--- config.mk ---
export PLATFORM = sky130hd
export DESIGN_NAME = button_conditioner
export DESIGN_NICKNAME = d
export VERILOG_FILES = /design/src/rtl/button_conditioner.sv
export SDC_FILE = /design/constraint.sdc
export NUM_CORES = 1
export LEC_CHECK = 0
export BUFFER_PORTS_ARGS = -buffer_cell sky130_fd_sc_hd__buf_2
export CORE_MARGIN = 10
export CORE_UTILIZATION = 45
export DETAILED_ROUTE_END_ITERATION = 8
export PLACE_DENSITY = 0.58
export SYNTH_ARGS = -nofsm -noshare
export SYNTH_HDL_FRONTEND = slang
export SYNTH_SLANG_ARGS = --single-unit
--- constraint.sdc ---
create_clock -name clk -period 7.3 [get_ports clk]
set_input_delay 1.095 -clock clk [delete_from_list [all_inputs] [get_ports clk]]
set_output_delay 1.095 -clock clk [all_outputs]
set_load 0.01 [all_outputs]
--- src/rtl/button_conditioner.sv ---
// -----------------------------------------------------------------------------
// button_conditioner
//
// Cleans up the raw push-button pads before the game and selection logic
// (cursor movement, plant select) sees them. Each channel is handled on its
// own:
//   - a 2-flop synchroniser
//   - a debounce / auto-repeat FSM with a private timer
// Each channel produces:
//   - a clean level
//   - a one-cycle press pulse, repeated while held if auto-repeat is enabled
//   - a one-cycle release pulse
//
// Ports:
//   clk          system clock (100 MHz)
//   reset        asynchronous reset, active-high
//   btn_raw      raw, asynchronous, bouncy pad inputs; 1 = pressed
//   repeat_en    per-channel auto-repeat enable, sampled every cycle
//   btn_level    debounced level; 1 = pressed
//   btn_press    one-cycle pulse on accepted press and on each auto-repeat
//   btn_release  one-cycle pulse on accepted release
// -----------------------------------------------------------------------------
module button_conditioner #(
    parameter int N_BTN           = 5,
    parameter int DEBOUNCE_CYCLES = 1000000,
    parameter int REPEAT_DELAY    = 50000000,
    parameter int REPEAT_PERIOD   = 10000000,
    parameter int CNT_W           = 26
) (
    input  logic             clk,
    input  logic             reset,
    input  logic [N_BTN-1:0] btn_raw,
    input  logic [N_BTN-1:0] repeat_en,
    output logic [N_BTN-1:0] btn_level,
    output logic [N_BTN-1:0] btn_press,
    output logic [N_BTN-1:0] btn_release
);

    localparam logic [2:0] IDLE         = 3'd0;
    localparam logic [2:0] PRESS_WAIT   = 3'd1;
    localparam logic [2:0] HELD         = 3'd2;
    localparam logic [2:0] REPEATING    = 3'd3;
    localparam logic [2:0] RELEASE_WAIT = 3'd4;

    // Each threshold is stored as "count minus one". The transition fires on
    // the edge that completes the count, so that the transition and the
    // registered output pulse land in the same update.
    localparam logic [CNT_W-1:0] DEBOUNCE_LAST = CNT_W'(DEBOUNCE_CYCLES - 1);
    localparam logic [CNT_W-1:0] DELAY_LAST    = CNT_W'(REPEAT_DELAY - 1);
    localparam logic [CNT_W-1:0] PERIOD_LAST   = CNT_W'(REPEAT_PERIOD - 1);
    localparam logic [CNT_W-1:0] TIMER_ONE     = CNT_W'(1);
    localparam logic [CNT_W-1:0] TIMER_MAX     = {CNT_W{1'b1}};

    logic [N_BTN-1:0] syncStage1;
    logic [N_BTN-1:0] syncStage2;

    // Two-flop synchroniser for all pads. The pads are fully asynchronous,
    // so nothing downstream may look at btn_raw directly.
    always_ff @(posedge clk or posedge reset) begin
        if (reset) begin
            syncStage1 <= '0;
            syncStage2 <= '0;
        end else begin
            syncStage1 <= btn_raw;
            syncStage2 <= syncStage1;
        end
    end

    for (genvar ch = 0; ch < N_BTN; ch++) begin : gChannel
        logic [2:0]       state;
        logic [CNT_W-1:0] timer;
        logic [CNT_W-1:0] timerNext;
        logic             levelReg;
        logic             pressReg;
        logic             releaseReg;
        logic             syncBit;
        logic             repeatOn;

        assign syncBit  = syncStage2[ch];
        assign repeatOn = repeat_en[ch];

        // The timer saturates instead of wrapping. A wrap would let a stuck
        // count line up with a threshold a second time.
        assign timerNext = (timer == TIMER_MAX) ? timer : timer + TIMER_ONE;

        // Per-channel FSM. The pulse registers default to 0 every cycle, so a
        // pulse is exactly one clock wide. The level register only changes on
        // the same update that raises the matching press or release pulse.
        // A sync drop takes priority over repeat timing, so no repeat can fire
        // on the cycle the button starts to let go.
        always_ff @(posedge clk or posedge reset) begin
            if (reset) begin
                state      <= IDLE;
                timer      <= '0;
                levelReg   <= 1'b0;
                pressReg   <= 1'b0;
                releaseReg <= 1'b0;
            end else begin
                pressReg   <= 1'b0;
                releaseReg <= 1'b0;
                case (state)
                    IDLE: begin
                        if (syncBit) begin
                            state <= PRESS_WAIT;
                            timer <= TIMER_ONE;
                        end
                    end
                    PRESS_WAIT: begin
                        if (!syncBit) begin
                            state <= IDLE;
                            timer <= '0;
                        end else if (timer >= DEBOUNCE_LAST) begin
                            state    <= HELD;
                            timer    <= '0;
                            pressReg <= 1'b1;
                            levelReg <= 1'b1;
                        end else begin
                            timer <= timerNext;
                        end
                    end
                    HELD: begin
                        if (!syncBit) begin
                            state <= RELEASE_WAIT;
                            timer <= TIMER_ONE;
                        end else if (!repeatOn) begin
                            timer <= '0;
                        end else if (timer >= DELAY_LAST) begin
                            state    <= REPEATING;
                            timer    <= '0;
                            pressReg <= 1'b1;
                        end else begin
                            timer <= timerNext;
                        end
                    end
                    REPEATING: begin
                        if (!syncBit) begin
                            state <= RELEASE_WAIT;
                            timer <= TIMER_ONE;
                        end else if (!repeatOn) begin
                            state <= HELD;
                            timer <= '0;
                        end else if (timer >= PERIOD_LAST) begin
                            timer    <= '0;
                            pressReg <= 1'b1;
                        end else begin
                            timer <= timerNext;
                        end
                    end
                    RELEASE_WAIT: begin
                        if (syncBit) begin
                            state <= HELD;
                            timer <= '0;
                        end else if (timer >= DEBOUNCE_LAST) begin
                            state      <= IDLE;
                            timer      <= '0;
                            releaseReg <= 1'b1;
                            levelReg   <= 1'b0;
                        end else begin
                            timer <= timerNext;
                        end
                    end
                    default: begin
                        state    <= IDLE;
                        timer    <= '0;
                        levelReg <= 1'b0;
                    end
                endcase
            end
        end

        assign btn_level[ch]   = levelReg;
        assign btn_press[ch]   = pressReg;
        assign btn_release[ch] = releaseReg;
    end

endmodule

==> flow_metrics.py, run 1 <==
metrics = {
    "setup_path": {
        "rr_worst_depth": 8,
        "critPathMaxFanout": 24,
        "cp-endpoint": "gChannel[1].timer[24]$_DFFE_PP0N_",
        "regToRegSetupSlack_ps": 3760,
        "crit_type": "flop to flop",
        "r2r-end": "gChannel[1].timer[24]$_DFFE_PP0N_",
        "critPathLaunchType": "flop",
        "timing.rr.start": "gChannel[1].timer[0]$_DFFE_PP0N_",
        "cp-startpoint": "gChannel[1].timer[0]$_DFFE_PP0N_",
        "required_ps": 7630,
        "worstPathArrival_ps": 3880,
        "end_kind": "flop",
    },
    "job": {
        "maxCapViolations": 0,
    },
    "final_layout": {
        "drive_gt1_share_pct": 8.17,
        "stdcell_area_sq_um": 12000,
        "diodes": 0,
        "area_growth_syn_to_layout_pct": 7.07,
        "num-fill-cells": 2398,
        "utilization_pct": 49.0,
        "final_nets": 1351,
        "fin_cells": 1671,
    },
    "clocking": {
        "cts_max_level": 4,
        "cts_resized": 0,
        "clock-root-buffer": "clkbuf_16",
        "clk_pin_slew_worst_paths_ps": 80,
        "clock_latency_ps": 440,
        "cts_buffer_depth": 2,
        "cts_buffers": 17,
        "cts_sinks": 170,
        "postCtsSetupRepairBufs": 0,
        "holdBufCountCts": 0,
        "cts_tree": "built",
    },
    "floorplan": {
        "core_area_sq_um": 24400,
        "die_y_um": 178,
        "initial_utilization_pct": 45.8,
        "die_area_sq_um": 31500,
        "rows": 57,
        "io_pins": 27,
        "die_w_um": 178,
    },
    "placement": {
        "dp_slack_ps": 3820,
        "gp_congestion": 0.880,
        "io_buffers": 26,
        "hpwl_mm": 19.0,
        "place_inst": 1639,
        "placed_cell_area_sq_um": 11300,
    },
    "drt": {
        "first_pass_iters": 5,
        "wl_mm": 28.5,
        "drt-vias-per-instance": 6.13,
        "ant_nets": 0,
        "drt-initial-drc-count": 935,
        "vias": 10300,
        "drc_errors": 0,
        "wl_per_cell_um": 17.1,
    },
    "pwr": {
        "leakage_nw": 4.76,
        "powerDensity_nw_per_um2": 176,
        "vdd.ir_drop.worst_mv": 0.133,
    },
    "sta": {
        "hold_viol_final": 0,
        "final_max_slew_viol_count": 0,
        "period_minus_slack_ps": 3540,
        "tightest_slew_ps": 1250,
        "max_slew_margin_pct": 16.6,
        "period_share_pct": 48.6,
        "finalSetupViolations": 0,
        "tns_ps": 0,
        "fin_ws_ps": 3760,
        "grt_setup_unrepaired": "no",
        "skew_ps": 15.1,
        "max_freq_mhz": 282,
    },
    "logic_synthesis": {
        "netlist_area_sq_um": 11200,
        "synth_top_area_share_pct": 38.1,
        "synth.most_common_cell": "nand2_1",
        "synth_nets": 1404,
        "yosys.area.top_type": "dfrtp_1",
        "ys_ff_latch": 170,
        "synth_commonest_cells": "nand2_1, dfrtp_1, nor2_1",
        "synth-async-reset-ratio_pct": 100,
        "syn_inst": 1387,
        "ys_seq_area_share_pct": 38.1,
        "synth-edff-count": 0,
        "ys.flop_type": "dfrtp_1",
        "syn_area_per_cell_sq_um": 8.05,
        "synth.area.top_cells": "dfrtp_1, nand2_1, nor2_1, nand3_1, o21ai_0",
        "yosysWarnings": 0,
        "yosysUniqueCellTypes": 89,
    },
    "global_routing": {
        "use_met1_pct": 26.7,
        "grt_antenna_before_repair": 0,
        "grt_pass1_wl_mm": 48.3,
        "grtUsageMet2_pct": 27.6,
        "grt_max_degree": 107,
        "grt_pass1_vias": 9360,
        "grt-ovfl-total": 0,
        "met3_usage_pct": 2.72,
        "busiest_layer": "met2",
        "grtUsageTotal_pct": 18.2,
    },
    "hold_path": {
        "hold_depth": 0,
        "hp-start": "syncStage1[1]$_DFF_PP0_",
        "min_path_type": "flop to flop",
    },
    "run_status": {
        "outcome": "finished, final reports clean",
    },
}
## how the worst min path moves through the flow
stage	to	slack (ps)
finish	syncStage2[1]$_DFF_PP0_	350
global route	syncStage2[4]$_DFF_PP0_	360
CTS	syncStage2[4]$_DFF_PP0_	350
detailed placement	syncStage2[0]$_DFF_PP0_	340
global placement	syncStage2[2]$_DFF_PP0_	330
floorplan	syncStage2[0]$_DFF_PP0_	330
## where the power goes
group / switching, mW / internal [mW]
Sequential: 0.0178 / 0.952
Clock: 0.422 / 0.582
Combinational: 0.0923 / 0.0355
Total: 0.533 / 1.57
## layout make-up
class	instances	area [sq um]	area share, %
multi-input combinational	1071	6300	52.7
sequential	170	4250	35.6
clock buffer	17	425	3.56
tap	324	405	3.39
clock inverter	15	211	1.77
timing repair buffer	36	205	1.72
inverter	38	150	1.26
## worst max-delay path, stage by stage, from the launching register on
cell and delay, ps:
dfrtp_1 400, ha_1 210, and2_1 240, a211oi_1 390
o21ai_1 150, a31o_2 300, a211oi_4 860, nor2_1 570
nor3_1 320
## kinds of logic (layout without fill, tap and decap cells)
group	Yosys count	after routing	share of synthesized area [%]
buffers and inverters	146	106	5.97
DFF	170	170	38.1
and+or+nand+nor	662	662	30.2
muxes	16	16	1.43
AOI/OAI and AO/OA	380	380	23.1
adders and majority gates	5	5	0.560
xor gates and xnor gates	8	8	0.628
## registers in the layout, indices dropped and copies added (netlist names)
name / cells
gChannel.pressReg: 5
gChannel.timer: 130
gChannel.state: 15
gChannel.releaseReg: 5
gChannel.levelReg: 5
syncStage1: 5
syncStage2: 5
## layer usage
metal	share of wire, %	vias up
met5	0	-
met4	0.82	0
met3	3.5	19
met2	45	216
met1	51	4974
li1	-	5041
## per-stage QoR
stage	power, mW	hold WS [ps]
after floorplan	1.08	331
after global placement	1.12	334
after CTS	2.13	349
after global routing	2.19	359
after detailed placement	1.12	342
final	2.10	349
## cell usage in the layout, fill, tap and decap left out, types with 15 or more instances in the layout
cell type  netlist  routed
nand2_1        181     181
dfrtp_1        170     170
nor2_1         110     110
nand3_1         80      80
o21ai_0         79      79
nor3_1          70      70
a21oi_1         60      60
nand4_1         46      46
a31oi_1         40      40
inv_1           38      37
o22ai_1         28      28
buf_2           22      26
and2_1          24      24
and3_1          22      22
o211ai_1        19      19
or3_1           18      18
a211oi_1        17      17
clkbuf_16        0      17
nor4_1          21      16
mux2i_1         16      16
or4_1           15      15
o21a_1          15      15
Power figures use the tool's default switching activity.
==> inputs of run 2 (changes only) <==
--- a/config.mk
+++ b/config.mk
@@ -9,7 +9,7 @@
 export CORE_MARGIN = 10
 export CORE_UTILIZATION = 45
 export DETAILED_ROUTE_END_ITERATION = 8
-export PLACE_DENSITY = 0.58
+export PLACE_DENSITY = 0.6
 export SYNTH_ARGS = -nofsm -noshare
 export SYNTH_HDL_FRONTEND = slang
 export SYNTH_SLANG_ARGS = --single-unit
==> constraint.sdc (replaced) <==
create_clock -name clk -period 3 [get_ports clk]
set_input_delay 0.45 -clock clk [delete_from_list [all_inputs] [get_ports clk]]
set_output_delay 0.45 -clock clk [all_outputs]
set_load 0.01 [all_outputs]
==> run 2 against run 1 <==
Against the previous run:
- worst hold slack got worse by 250 ps
- combinational power rose to 2.6 times the previous value
- fmax up 27%
- final cell count grew 3.1%
- setup slack got worse by 3500 ps
- global-route usage up 0.45 points
==> flow_metrics.py, run 2 (synthesis results as in run 1) <==
metrics = {
    "setup_path": {
        "rr_worst_depth": 7,
        "crit_slowest_cell": "or4b_1",
        "regToRegSetupSlack_ps": 220,
        "r2r-end": "gChannel[4].timer[4]$_DFFE_PP0N_",
        "timing.rr.start": "gChannel[4].timer[12]$_DFFE_PP0N_",
        "max_stage_delay_ps": 580,
        "end_kind": "flop",
        "crit_type": "flop to flop",
        "worstPathArrival_ps": 3140,
        "required_ps": 3360,
        "cp-startpoint": "gChannel[4].timer[12]$_DFFE_PP0N_",
        "worstPathCellList": "a211o_1, a211oi_1, o2111ai_1, a311o_1, o311a_1, or4b_1, o21ai_1",
        "critPathLaunchType": "flop",
        "critPathMaxFanout": 24,
    },
    "final_layout": {
        "top_regs": "gChannel.timer: 130 flops, gChannel.state: 15 flops",
        "final_common_cell": "nand2_1",
        "area_growth_syn_to_layout_pct": 11.1,
        "final_cell_mix": "nand2_1, dfrtp_1, nor2_1",
        "top_register": "gChannel.timer",
        "drive_gt1_share_pct": 11.4,
        "largest_reg_flops": 130,
        "fin_cells": 1722,
        "final_nets": 1402,
        "diodes": 0,
    },
    "clocking": {
        "cts_buffers": 17,
        "cts_sinks": 170,
        "cts_buffer_depth": 2,
        "cts_tree": "built",
        "clock-root-buffer": "clkbuf_16",
        "postCtsSetupRepairBufs": 0,
        "cts_max_level": 4,
        "holdBufCountCts": 0,
        "clock_latency_ps": 440,
        "clk_pin_slew_worst_paths_ps": 70,
    },
    "sta": {
        "max_freq_mhz": 360,
        "tns_ps": 0,
        "skew_ps": 14.3,
        "hold_viol_final": 0,
        "finalSetupViolations": 0,
        "period_minus_slack_ps": 2780,
        "max_slew_margin_pct": 48.6,
        "fin_ws_ps": 219,
        "period_share_pct": 92.7,
        "final_max_slew_viol_count": 0,
        "grt_setup_unrepaired": "no",
        "tightest_slew_ps": 771,
    },
    "drt": {
        "wl_per_cell_um": 16.8,
        "vias": 10400,
        "wl_mm": 28.9,
        "first_pass_iters": 5,
        "drt-vias-per-instance": 6.05,
        "drc_errors": 0,
        "ant_nets": 0,
        "drt-initial-drc-count": 976,
    },
    "global_routing": {
        "grt_pass1_wl_mm": 49.4,
        "grt-ovfl-total": 0,
        "grt_max_degree": 86,
        "grt_pass1_vias": 9776,
        "grt_antenna_before_repair": 0,
        "grtUsageTotal_pct": 18.6,
    },
    "floorplan": {
        "rows": 57,
        "die_area_sq_um": 31500,
        "die_w_um": 178,
        "io_pins": 27,
        "die_y_um": 178,
        "core_area_sq_um": 24400,
        "initial_utilization_pct": 45.8,
    },
    "pwr": {
        "leakage_nw": 5.03,
        "vdd.ir_drop.worst_mv": 0.283,
        "powerDensity_nw_per_um2": 424,
    },
    "placement": {
        "hpwl_mm": 20.2,
        "gp_congestion": 0.893,
        "place_inst": 1690,
        "io_buffers": 26,
        "dp_slack_ps": 201,
    },
    "job": {
        "maxCapViolations": 0,
    },
    "hold_path": {
        "min_path_type": "input port to asynchronous set/reset pin",
    },
    "run_status": {
        "outcome": "finished, final reports clean",
    },
}
-- run 2: cell count changes in the layout (fill, tap and decap cells not counted) --
cell	previous run	this run
inv_8	3	0
nor4_2	7	6
bufinv_16	4	6
nor2_1	110	109
inv_6	4	3
clkinvlp_4	2	4
buf_4	10	59
nor4_1	16	17
clkinv_2	2	0
clkbuf_1	0	1
nor2_2	2	3
buf_12	0	2
clkbuf_8	0	1
-- run 2: worst max-delay path by stage --
| stage | to | slack [ps] | cells after the start |
|---|---|---|---|
| 2_1_floorplan | gChannel[0].levelReg$_DFFE_PP0P_ | 380 | 1 |
| 3_3_place_gp | gChannel[1].timer[20]$_DFFE_PP0N_ | 260 | 8 |
| 3_5_place_dp | gChannel[1].timer[10]$_DFFE_PP0N_ | 200 | 8 |
| 4_1_cts | gChannel[1].timer[10]$_DFFE_PP0N_ | 190 | 8 |
| 5_1_grt | gChannel[4].timer[14]$_DFFE_PP0N_ | 6 | 7 |
| 6_report | gChannel[4].timer[4]$_DFFE_PP0N_ | 220 | 7 |
-- run 2: cell type report --
class | count | area (sq um)
fill | 2395 | 12000
multi-input combinational | 1071 | 6300
sequential | 170 | 4250
timing repair buffer | 87 | 613
clock buffer | 19 | 443
tap | 324 | 405
clock inverter | 13 | 238
inverter | 38 | 146
-- run 2: critical path: cells and delay by family (launching register included) --
family	cells	cell delay (ps)
AND/OR/NAND/NOR	1	580
AO/OA/AOI/OAI	6	1620
flip-flops	1	500
-- run 2: metrics by stage --
step / util (%) / cell area, sq um / total power, mW / hold WS [ps]
4_1_cts: 50.8 / 12400 / 5.32 / 103
6_report: 50.8 / 12400 / 5.25 / 102
3_3_place_gp: 48.0 / 11700 / 2.73 / 335
3_5_place_dp: 48.0 / 11700 / 2.74 / 335
2_1_floorplan: - / 11200 / 2.62 / 331
5_1_grt: 50.8 / 12400 / 5.45 / 108
-- run 2: routing by layer --
metal | GRT usage (%) | routed length (um)
met2 | 29.5 | 13400
met3 | 2.63 | 1060
met5 | 0 | 0
met4 | 5.18 | 422
met1 | 26.0 | 14100
-- run 2: power breakdown --
group          internal, mW  total (mW)  leakage (nW)  switching [mW]
combinational         0.103       0.330          2.40           0.228
clock                  1.59        2.57         0.321           0.972
sequential             2.32        2.36          2.32          0.0401
-- run 2: timing repair --
action | 4_1_cts | 5_1_grt
setup endpoints to repair | 0 | 1
gates resized for setup | 0 | 1
endpoints found under the hold margin | 0 | 0
